==> config.mk <==
export PLATFORM = sky130hd
export DESIGN_NAME = instr_mem
export DESIGN_NICKNAME = d
export VERILOG_FILES = /design/src/rtl/instr_mem_pkg.sv /design/src/rtl/instr_mem.sv
export SDC_FILE = /design/constraint.sdc
export NUM_CORES = 2
export LEC_CHECK = 0
export ABC_CLOCK_PERIOD_IN_PS = 5800
export CORE_MARGIN = 2
export CORE_UTILIZATION = 60
export DETAILED_ROUTE_END_ITERATION = 8
export GPL_TIMING_DRIVEN = 0
export PLACE_DENSITY = 0.89
export SYNTH_ARGS = -nofsm -noshare
export SYNTH_HDL_FRONTEND = slang
export SYNTH_SLANG_ARGS = --single-unit
==> constraint.sdc <==
create_clock -name clk -period 5.8 [get_ports clk]
set_input_delay 0.58 -clock clk [delete_from_list [all_inputs] [get_ports clk]]
set_output_delay 0.58 -clock clk [all_outputs]
set_load 0.005 [all_outputs]
==> src/rtl/instr_mem_pkg.sv <==
// Shared constants, the built-in boot program and byte-address decode helpers
// for the CPU instruction memory.
package instr_mem_pkg;

  localparam int unsigned DATA_W = 16;
  localparam logic [DATA_W-1:0] NOP = 16'h0000;

  localparam int unsigned DEFAULT_PROGRAM_LEN = 8;

  // Encodings are owned by the CPU team; treat as opaque words here.
  localparam logic [DATA_W-1:0] DEFAULT_PROGRAM [DEFAULT_PROGRAM_LEN] = '{
    16'h1101, 16'h1202, 16'h3312, 16'h4403,
    16'h5504, 16'h6000, 16'h7E05, 16'hF000
  };

  typedef struct packed {
    logic [31:0] index;
    logic        in_range;
    logic        odd;
  } addr_dec_t;

  // Split a byte address into a word index and an in-range flag for a memory
  // of 2**idx_w words.
  function automatic addr_dec_t decode_addr(input logic [31:0] addr, input int unsigned idx_w);
    addr_dec_t d;
    d.index    = (addr >> 1) & ((32'd1 << idx_w) - 32'd1);
    d.in_range = (addr >> (idx_w + 1)) == 32'd0;
    d.odd      = addr[0];
    return d;
  endfunction

  function automatic logic [DATA_W-1:0] image_word(input int unsigned i);
    logic [DATA_W-1:0] w;
    w = NOP;
    for (int unsigned j = 0; j < DEFAULT_PROGRAM_LEN; j++) begin
      if (j == i) w = DEFAULT_PROGRAM[j];
    end
    return w;
  endfunction

endpackage

==> src/rtl/instr_mem.sv <==
// Word-organised instruction memory: combinational byte-addressed fetch port,
// synchronous load port, asynchronous reload of the default program image.
module instr_mem #(
  parameter int unsigned DEPTH  = 64,
  parameter int unsigned DATA_W = instr_mem_pkg::DATA_W,
  parameter int unsigned ADDR_W = 16
) (
  input  logic              clk,
  input  logic              rst_n,
  input  logic [ADDR_W-1:0] pc,
  output logic [DATA_W-1:0] instruction,
  output logic              addr_fault,
  input  logic              we,
  input  logic [ADDR_W-1:0] waddr,
  input  logic [DATA_W-1:0] wdata
);
  import instr_mem_pkg::*;

  localparam int unsigned IdxW = $clog2(DEPTH);

  logic [DATA_W-1:0] mem_q [DEPTH];
  logic [DATA_W-1:0] mem_d [DEPTH];
  logic [DATA_W-1:0] rd_word;
  addr_dec_t         rd_dec;
  addr_dec_t         wr_dec;
  logic              unused_wr_odd;

  assign rd_dec        = decode_addr(32'(pc), IdxW);
  assign wr_dec        = decode_addr(32'(waddr), IdxW);
  assign unused_wr_odd = wr_dec.odd;

  // Odd in-range addresses still return the aligned word; only the fault flags it.
  always_comb begin
    rd_word = '0;
    for (int unsigned i = 0; i < DEPTH; i++) begin
      if (rd_dec.index == i) rd_word = mem_q[i];
    end
    instruction = rd_dec.in_range ? rd_word : DATA_W'(NOP);
    addr_fault  = rd_dec.odd | ~rd_dec.in_range;
  end

  always_comb begin
    mem_d = mem_q;
    for (int unsigned i = 0; i < DEPTH; i++) begin
      if (we && wr_dec.in_range && (wr_dec.index == i)) mem_d[i] = wdata;
    end
  end

  always_ff @(posedge clk or negedge rst_n) begin
    if (!rst_n) begin
      for (int unsigned i = 0; i < DEPTH; i++) begin
        mem_q[i] <= DATA_W'(image_word(i));
      end
    end else begin
      mem_q <= mem_d;
    end
  end

endmodule

==> results.sh <==
export IMPL_cp_max_fo=10
export IMPL_synth_simple_area_share_pct=6.21
export IMPL_clockBufferDepth=3
export IMPL_crit_required_ns=5.22
export IMPL_place_area_um2=49600
export IMPL_coreArea_um2=78700
export IMPL_io_buffers=47
export IMPL_synth_seq_area_share_pct=54.0
export IMPL_initial_core_util_pct=60.4
export IMPL_ir_drop_uv=270
export IMPL_vias=38847
export IMPL_synth_area_um2=47500
export IMPL_grt_pass1_vias=38719
export IMPL_critPathKind="in -> out"
export IMPL_synth_edf_count=0
export IMPL_setup_slack_ns=-0.406
export IMPL_fin_crit_ns=6.21
export IMPL_die_x_um=285
export IMPL_postCtsHoldBufs=0
export IMPL_slew_headroom_pct=4.02
export IMPL_slew_viol_final=0
export IMPL_drt_iter0_markers=7269
export IMPL_grt_max_degree=122
export IMPL_dp_hpwl_mm=125
export IMPL_synth_top_cell_area_share_pct=52.1
export IMPL_final_cell_mix="1032 x mux2_2, 989 x dfrtp_1, 208 x nor2_1"
export IMPL_wire_per_inst_um=36.5
export IMPL_synth_adder_area_share_pct=0
export IMPL_track_usage_pct=45.9
export IMPL_largest_reg_flops=1024
export IMPL_cts_tree="yes"
export IMPL_final_common_cell="mux2_2"
export IMPL_fmax_ghz=0.161
export IMPL_final_util_pct=68.3
export IMPL_drc=0
export IMPL_setup_viol=9
export IMPL_syn_num_nets=3863
export IMPL_cts_sinks=1024
export IMPL_violations="hold timing, setup timing"
export IMPL_p_leak_nw=25.8
export IMPL_vias_per_cell=7.56
export IMPL_routed_top_layer="met5"
export IMPL_met3_length_mm=31.1
export IMPL_status="finished, violations left"
export IMPL_layout_drive_gt1_share_pct=37.5
export IMPL_tightest_slew_ns=1.44
export IMPL_post_route_cell_area_um2=53800
export IMPL_crit_path_end_kind="primary output"
export IMPL_routed_wl_mm=188
export IMPL_yosys_area_share_xor_xnor_pct=0
export IMPL_clockRootBuffer="clkbuf_16"
export IMPL_start_kind="input pin"
export IMPL_r2r_cells=1
export IMPL_clk_latency_ns=0.68
export IMPL_wl_met2_mm=74.9
export IMPL_htreeDepth=3
export IMPL_antenna_found_initial=20
export IMPL_holdWs_ns=-0.0377
export IMPL_r2r_slack_ns=4.87
export IMPL_synthMuxAreaShare_pct=25.7
export IMPL_power_density_nw_per_um2=283
export IMPL_ys_flop_type="dfrtp_1"
export IMPL_largest_registers="mem_q x1024"
export IMPL_power_total_w=0.0152
export IMPL_die_height_um=285
export IMPL_grt_setup_unrepaired="false"
export IMPL_num_rows=103
export IMPL_avgSynthCellArea_um2=12.5
export IMPL_cp_data_arrival_time_ns=5.63
export IMPL_clock_skew_ns=0
export IMPL_fin_crit_sh_pct=107
export IMPL_async_flop_share_pct=100
export IMPL_maxCapViolCount=0
export IMPL_r2r_end="mem_q[652]$_DFFE_PN0P_"
export IMPL_syn_inst=3812
export IMPL_final_hold_violation_count=9
export IMPL_yosys_cell_types_count=88
export IMPL_tns_ns=-1.19
export IMPL_yosys_area_top_type="dfrtp_1"
export IMPL_pin_count=68
export IMPL_path_clk_slew_ns=0.06
export IMPL_grt_pass1_wl_mm=270
export IMPL_gp_congestion=1.06
export IMPL_synth_compound_area_share_pct=11.0
export IMPL_overflow=0
export IMPL_dr_pass1_iters=9
export IMPL_hold_path_class="in -> async"
export IMPL_drt_met1_wl_mm=61.9
export IMPL_yosys_warnings=0
export IMPL_ys_ff_latch=1024
export IMPL_areaGrowthSynthToFinish_pct=13.2
export IMPL_regToRegStartpoint="mem_q[652]$_DFFE_PN0P_"
export IMPL_cts_inserted_buffers=101
export IMPL_synth_top_family_by_area="multiplexers"
export IMPL_dieArea_um2=81500
export IMPL_fin_nets=4025
export IMPL_synth_top_cells_by_area="dfrtp_1 52%, mux2_2 24%, a22oi_1 2.8%, dfstp_2 1.9%, nor2_1 1.7%"
export IMPL_route_antenna_remaining_nets=0
export IMPL_top_register="mem_q"
## synthesized netlist by cell type, types with 19 or more instances
cell type	n
a22oi_1	177
nand3_1	40
mux2_2	1032
o211ai_1	30
mux2i_1	43
o221ai_1	20
a211oi_1	22
and3_1	23
buf_2	129
a21oi_1	119
o22ai_1	31
a2111oi_0	19
buf_1	25
a221oi_1	57
dfrtp_1	989
nand4_1	25
o21ai_0	148
dfstp_2	35
nor2_1	218
nand2_1	188
clkbuf_1	167
nor3_1	28
## worst max-delay path: stages
cell and delay, ns:
clkbuf_2 0.27, clkbuf_4 0.35, buf_4 0.31, inv_1 0.54
buf_2 0.62, clkdlybuf4s15_2 0.68, a211oi_1 0.17, o22ai_1 0.48
o221ai_1 0.36, a311oi_1 0.61, clkdlybuf4s50_1 0.62
## how the worst max path moves through the flow
| stage | startpoint | endpoint | slack, ns | cells past startpoint |
|---|---|---|---|---|
| after floorplan | pc[2] | instruction[3] | 2.67 | 12 |
| after global placement | rst_n | mem_q[345]$_DFFE_PN0P_ | -40.92 | 1 |
| after detailed placement | pc[1] | instruction[3] | -1.22 | 12 |
| after CTS | pc[3] | instruction[3] | -0.17 | 13 |
| after global routing | pc[2] | instruction[0] | 0.01 | 11 |
| final | pc[2] | instruction[7] | -0.41 | 11 |
## metrics by stage
stage / cells / setup WS [ns]
global placement: 4909 / -40.92
floorplan: 3812 / 2.67
finish: 5140 / -0.406
CTS: 5107 / -0.175
global route: 5111 / 0.0142
detailed placement: 4920 / -1.22
## cell type report
class                   count  area, um^2
inverters                   8        31.3
clock inverters            44         611
diodes                     31        77.6
multi-input cells        2447       20700
flip-flops and latches   1024       25700
repair buffers             64         828
clock buffers             144        2950
well taps                1050        1310
fillers                  5305       25000
plain buffers             328        1630
## where the power goes
part / switching, W / total, W / internal [W]
registers: 0.00000299 / 0.00715 / 0.00715
logic: 0.000759 / 0.000933 / 0.000174
clock network: 0.00298 / 0.00715 / 0.00417
## logic make-up after synthesis
| kind of cell | count (synthesis) |
|---|---|
| DFF | 1024 |
| buffers and inverters | 341 |
| AOI/OAI and AO/OA | 750 |
| muxes | 1082 |
| and+or+nand+nor | 615 |
## layer usage
layer,vias up,GRT usage [%]
li1,14461,-
met1,19194,54.8
met2,3874,62.2
met3,1294,24.3
met4,24,35.3
met5,-,0
## what timing repair did
| item | in CTS | in global routing |
|---|---|---|
| setup endpoints to repair | 16 | 16 |
| resized for setup | 69 | 101 |
| buffers inserted | 0 | 3 |
| pin swaps | 1 | 8 |
| gates cloned | 0 | 0 |
Note: power is estimated with default switching activity, not from simulation.
